===== src/rtl/des_job_queue.sv =====
// des_job_queue: input/output job FIFOs that sequence 64-bit blocks through a triple-DES core
// Ports: HCLK clock, HRESET async active-low reset, sclr synchronous flush;
//   in_push/in_data/in_encr/in_full/in_count: job input FIFO;
//   out_pop/out_data/out_valid/out_count: result FIFO (fall-through, 0 when empty);
//   busy engine active, err_ovf/err_unf/err_timeout sticky error flags;
//   des_enable/des_encr/des_data to the core, des_result/des_done from the core.
// Optional: define DES_TIMEOUT_EN to build a TIMEOUT_CYCLES watchdog on the WAIT state.
module des_job_queue #(
  parameter int DEPTH = 4,
  parameter int TIMEOUT_CYCLES = 1024
) (
  input  logic                    HCLK,
  input  logic                    HRESET,
  input  logic                    sclr,
  input  logic                    in_push,
  input  logic [63:0]             in_data,
  input  logic                    in_encr,
  output logic                    in_full,
  input  logic                    out_pop,
  output logic [63:0]             out_data,
  output logic                    out_valid,
  output logic [$clog2(DEPTH):0]  in_count,
  output logic [$clog2(DEPTH):0]  out_count,
  output logic                    busy,
  output logic                    err_ovf,
  output logic                    err_unf,
  output logic                    err_timeout,
  output logic                    des_enable,
  output logic                    des_encr,
  output logic [63:0]             des_data,
  input  logic [63:0]             des_result,
  input  logic                    des_done
);
  localparam int AW = $clog2(DEPTH);
  localparam logic [AW:0] FULL = (AW+1)'(DEPTH);
  typedef enum logic [1:0] {IDLE, LAUNCH, WAIT} state_t;
  state_t state;
  logic [64:0] in_mem [DEPTH];
  logic [63:0] out_mem [DEPTH];
  logic [AW-1:0] in_wp, in_rp, out_wp, out_rp;
  logic push_ok, pop_ok, launch, done_ok, expire;
`ifdef DES_TIMEOUT_EN
  localparam int TW = $clog2(TIMEOUT_CYCLES + 1);
  logic [TW-1:0] tmr;
  // a done in the expiry cycle wins over the watchdog
  assign expire = state == WAIT && !des_done && tmr == TW'(TIMEOUT_CYCLES - 1);
`else
  logic unused_tmo;
  assign unused_tmo = ^TIMEOUT_CYCLES;
  assign expire = 1'b0;
`endif
  assign in_full = in_count == FULL;
  assign out_valid = out_count != '0;
  assign out_data = out_valid ? out_mem[out_rp] : '0;
  assign busy = state != IDLE;
  assign push_ok = in_push && !in_full;
  assign pop_ok = out_pop && out_valid;
  // launching only with a free output slot guarantees the result always fits
  assign launch = state == IDLE && in_count != '0 && out_count != FULL;
  assign done_ok = state == WAIT && des_done;
  always_ff @(posedge HCLK) begin
    if (push_ok) in_mem[in_wp] <= {in_encr, in_data};
    if (done_ok) out_mem[out_wp] <= des_result;
  end
  always_ff @(posedge HCLK or negedge HRESET) begin
    if (!HRESET) begin
      state <= IDLE;
      {in_wp, in_rp, out_wp, out_rp, in_count, out_count} <= '0;
      {err_ovf, err_unf, err_timeout, des_enable, des_encr} <= '0;
      des_data <= '0;
`ifdef DES_TIMEOUT_EN
      tmr <= '0;
`endif
    end else if (sclr) begin
      state <= IDLE;
      {in_wp, in_rp, out_wp, out_rp, in_count, out_count} <= '0;
      {err_ovf, err_unf, err_timeout, des_enable, des_encr} <= '0;
      des_data <= '0;
`ifdef DES_TIMEOUT_EN
      tmr <= '0;
`endif
    end else begin
      in_wp <= in_wp + AW'(push_ok);
      in_rp <= in_rp + AW'(launch);
      in_count <= in_count + (AW+1)'(push_ok) - (AW+1)'(launch);
      out_wp <= out_wp + AW'(done_ok);
      out_rp <= out_rp + AW'(pop_ok);
      out_count <= out_count + (AW+1)'(done_ok) - (AW+1)'(pop_ok);
      err_ovf <= err_ovf | (in_push & in_full);
      err_unf <= err_unf | (out_pop & ~out_valid);
      err_timeout <= err_timeout | expire;
      des_enable <= launch;
      if (launch) {des_encr, des_data} <= in_mem[in_rp];
      state <= launch ? LAUNCH : state == LAUNCH ? WAIT : (done_ok || expire) ? IDLE : state;
`ifdef DES_TIMEOUT_EN
      tmr <= state == WAIT ? tmr + TW'(1) : '0;
`endif
    end
  end
endmodule


===== config.mk =====
export PLATFORM = sky130hd
export DESIGN_NAME = des_job_queue
export DESIGN_NICKNAME = d
export VERILOG_FILES = /design/src/rtl/des_job_queue.sv
export SDC_FILE = /design/constraint.sdc
export NUM_CORES = 1
export LEC_CHECK = 0
export CAP_MARGIN = 20
export CORE_MARGIN = 2
export CORE_UTILIZATION = 56
export DETAILED_ROUTE_END_ITERATION = 10
export GPL_ROUTABILITY_DRIVEN = 0
export GPL_TIMING_DRIVEN = 0
export PLACE_DENSITY = 0.9
export SLEW_MARGIN = 20
export SYNTH_ARGS = -nofsm -noshare
export SYNTH_HDL_FRONTEND = slang
export SYNTH_SLANG_ARGS = --single-unit

===== constraint.sdc =====
create_clock -name HCLK -period 6.7 [get_ports HCLK]
set_input_delay 1.34 -clock HCLK [delete_from_list [all_inputs] [get_ports HCLK]]
set_output_delay 1.34 -clock HCLK [all_outputs]
set_load 0.01 [all_outputs]

==> results.md <==
* Vertical die dimension at between 200 and 250 um
* Count of state elements after synthesis at 600
* Wirelength per Cell at roughly 27 um
* Starting Density at 0.567
* Gate count after technology mapping at ~1.1k
* Nets@finish at roughly 1.7k
* Power per cell area at 402 mW/mm2
* Max IR drop VDD at ~0.32 mV
* Period minus WS final at between 4 and 5 ns
* Clock root buffer master: clkbuf_16
* Number of setup violations in the final report at 0
* Cts hold-fix bufs at 0
* Arrival @ worst endpoint at 3.04 ns
* Worst Hold Slack at a little under 0.5 ns
* Class of the most critical hold timing path: flip-flop to flip-flop
* # Max-Cap Violations at 0
* Critical path capture point type: primary output
* Cell Rows at between 70 and 80
* Worst-case clock skew at between 0.03 and 0.04 ns
* Final clock period utilization by the worst path at 0.653
* First-pass GRT wire length at around 87 mm
* Maximum fanout along the worst path at 10
* Antenna Violating Nets Remaining at 0
* Count of different cell masters after synthesis at 32
* Synthesized Nets at between 1k and 1.5k
* Data required time at the worst endpoint at between 5 and 6 ns
* Static leakage power at 0.00979 uW
* Total Routed Length at ~58 mm
* Cell Area, Synth at around 0.023 mm2
* Max Slew Vio Count at 0
* Fraction of layout instances using a drive strength above 1 at 0.206
* Quantity of gates resized following cts at 0
* Detailed placer's ending HPWL at between 30 and 40 mm
* Syn Area/Cell at around 20 um2
* Total via count after detailed routing at approximately 13k
* Number of global-route vias before repair at around 14k
* Largest buffer count on any clock path at 3
* Worst skew pair latency at between 0.6 and 0.7 ns
* Leading cell types by total area after synthesis: edfxtp_1 (67%), mux4_2 (12%), dfrtp_1 (9.1%), o31ai_1 (2.1%), and2_1 (1.8%)
* Seq/Total Area, Yosys at 0.761
* Most frequent cells in the layout: edfxtp_1 (516), clkdlybuf4s50_1 (273), mux4_2 (128), dfrtp_1 (84), a21oi_1 (69)
* Total overflow reported by the global router at 0
* Layout overhead on the synthesized area at 25.2%
* Number of DRC markers in iteration 0 at 1526
* Die X-Extent at roughly 210 um
* Outcome: finished clean
* Setup repair after global routing missed its margin: no
* DP Area at about 0.027 mm2
* Avg Vias per Cell at around 6.3
* Synth Warn # at 0
* Initial antenna violation count at 4
* Largest area contributor in the netlist: edfxtp_1
* Post-route DRC violation count at 0
* Critical path class: flip-flop to primary output
* CTS tree: yes
* Clock edge transition at the registers on the reported setup and hold paths at approximately 0.06 ns
* Final Hold Violating Endpoints at 0
* Count of buffers inserted at the top-level ports at about 270
* Share of the synthesized area in the top cell type at 0.670
* Worst max-slew margin expressed relative to the limit at 0.475
* # clock sinks at 600
* Fill cell count at about 2.3k
* Number of CTS-inserted buffers at 56
* Total area of multi-input combinational cells at between 0.005 and 0.006 mm2
* Overall fraction of global-route tracks in use at 0.270
* Most common cell after layout, fill and taps aside: edfxtp_1
* Die footprint at roughly 0.043 mm2
* Worst slew pin tran at ~0.8 ns
* F_max at around 230 MHz
* Post-CTS Repair Setup Buffers at 0
* FF/Latch Area at approximately 0.018 mm2
* Placeable core region at 0.0408 mm2
* Number of detailed-routing iterations run before antenna repair at 6
* Largest net degree at the start of global routing at 74
* Number of H-tree levels at 2
* I/O pin count at 277
* Non-Filler Cell Area, Final at roughly 0.029 mm2
* Sort of element at the start of the critical path: flip-flop
[area by class of cell]
| class | count | share of cell area |
|---|---|---|
| clock inverter | 27 | 0.0104 |
| clock buffer | 75 | 0.0519 |
| tap | 532 | 0.0230 |
| multi-input combinational | 451 | 0.174 |
| antenna | 2 | 0.000173 |
| timing repair buffer | 323 | 0.114 |
| inverter | 9 | 0.00117 |
| buffer | 87 | 0.0182 |
| sequential | 600 | 0.607 |
[cell families after synthesis]
logic type	after synthesis	share of synthesized area
mux	129	0.126
fa+ha+maj	9	0.00552
compound gates	134	0.0360
buf+inv	96	0.0243
simple gates	169	0.0443
flops	600	0.761
other cells	1	0.000162
xor+xnor	9	0.00341
[registers in the layout, indices dropped and copies added, names as in the netlist]
signal	flops
in_mem	260
out_mem	256
des_data	64
in_count	3
out_count	3
in_rp	2
in_wp	2
out_rp	2
out_wp	2
state	2
des_enable	1
des_encr	1
err_ovf	1
err_unf	1
[routing by layer]
layer  share of wire  GRT usage  vias to the layer above
met1            0.36      0.350                     6765
met3            0.10     0.0725                      113
met4           0.025     0.0835                        6
met2            0.51      0.451                      860
met5         0.00081          0                        -
li1                -          -                     5473
[Yosys cell counts, drive strengths merged]
cell / instances
and2: 65
edfxtp: 516
nand2b: 1
nand2: 2
nand4: 65
xor2: 2
nor3: 4
clkbuf: 28
nor2b: 6
and3: 2
nand3: 1
or3b: 1
fa: 2
nor3b: 6
buf: 59
o31ai: 65
a21oi: 69
xnor2: 7
ha: 7
mux4: 129
inv: 9
or3: 1
dfrtp: 84
conb: 1
nor2: 15
[metrics by stage]
step	instances	power, uW	setup TNS (ns)	util	worst slack [ns]
after floorplan	1147	6780	-11.13	-	-0.0941
after global routing	2104	12100	0	0.709	2.14
after detailed placement	2002	8450	0	0.665	2.85
after CTS	2104	11700	0	0.709	2.25
final	2106	11600	0	0.710	2.32
after global placement	1953	8300	-1156.28	0.650	-4.70
[critical path: stages (launching register included)]
cell	delay, ns
dfrtp_1	0.48
nor3_1	0.11
inv_1	0.15
clkbuf_1	0.51
clkbuf_1	0.38
and2_1	0.21
clkdlybuf4s50_1	0.58
[final timing paths]
| check | from | end | slack (ns) | cells past startpoint |
|---|---|---|---|---|
| max | out_count[1] | out_data[25] | 2.32 | 6 |
| min | err_unf | err_unf | 0.50 | 2 |
| max reg2reg | out_count[1] | out_count[2] | 3.89 | 11 |
| min reg2reg | err_unf | err_unf | 0.50 | 2 |
| max in group asynchronous | HRESET | des_data[53] | 5.50 | 2 |
| min in group asynchronous | HRESET | des_data[18] | 0.53 | 1 |
[power breakdown]
part	total, uW	switching (uW)	internal [uW]	leakage [uW]
Sequential	4730	237	4490	0.00582
Clock	3160	1360	1800	0.000872
Combinational	3750	1970	1780	0.00310
Total	11600	3560	8070	0.00979
(Power assumes the default switching activity.)
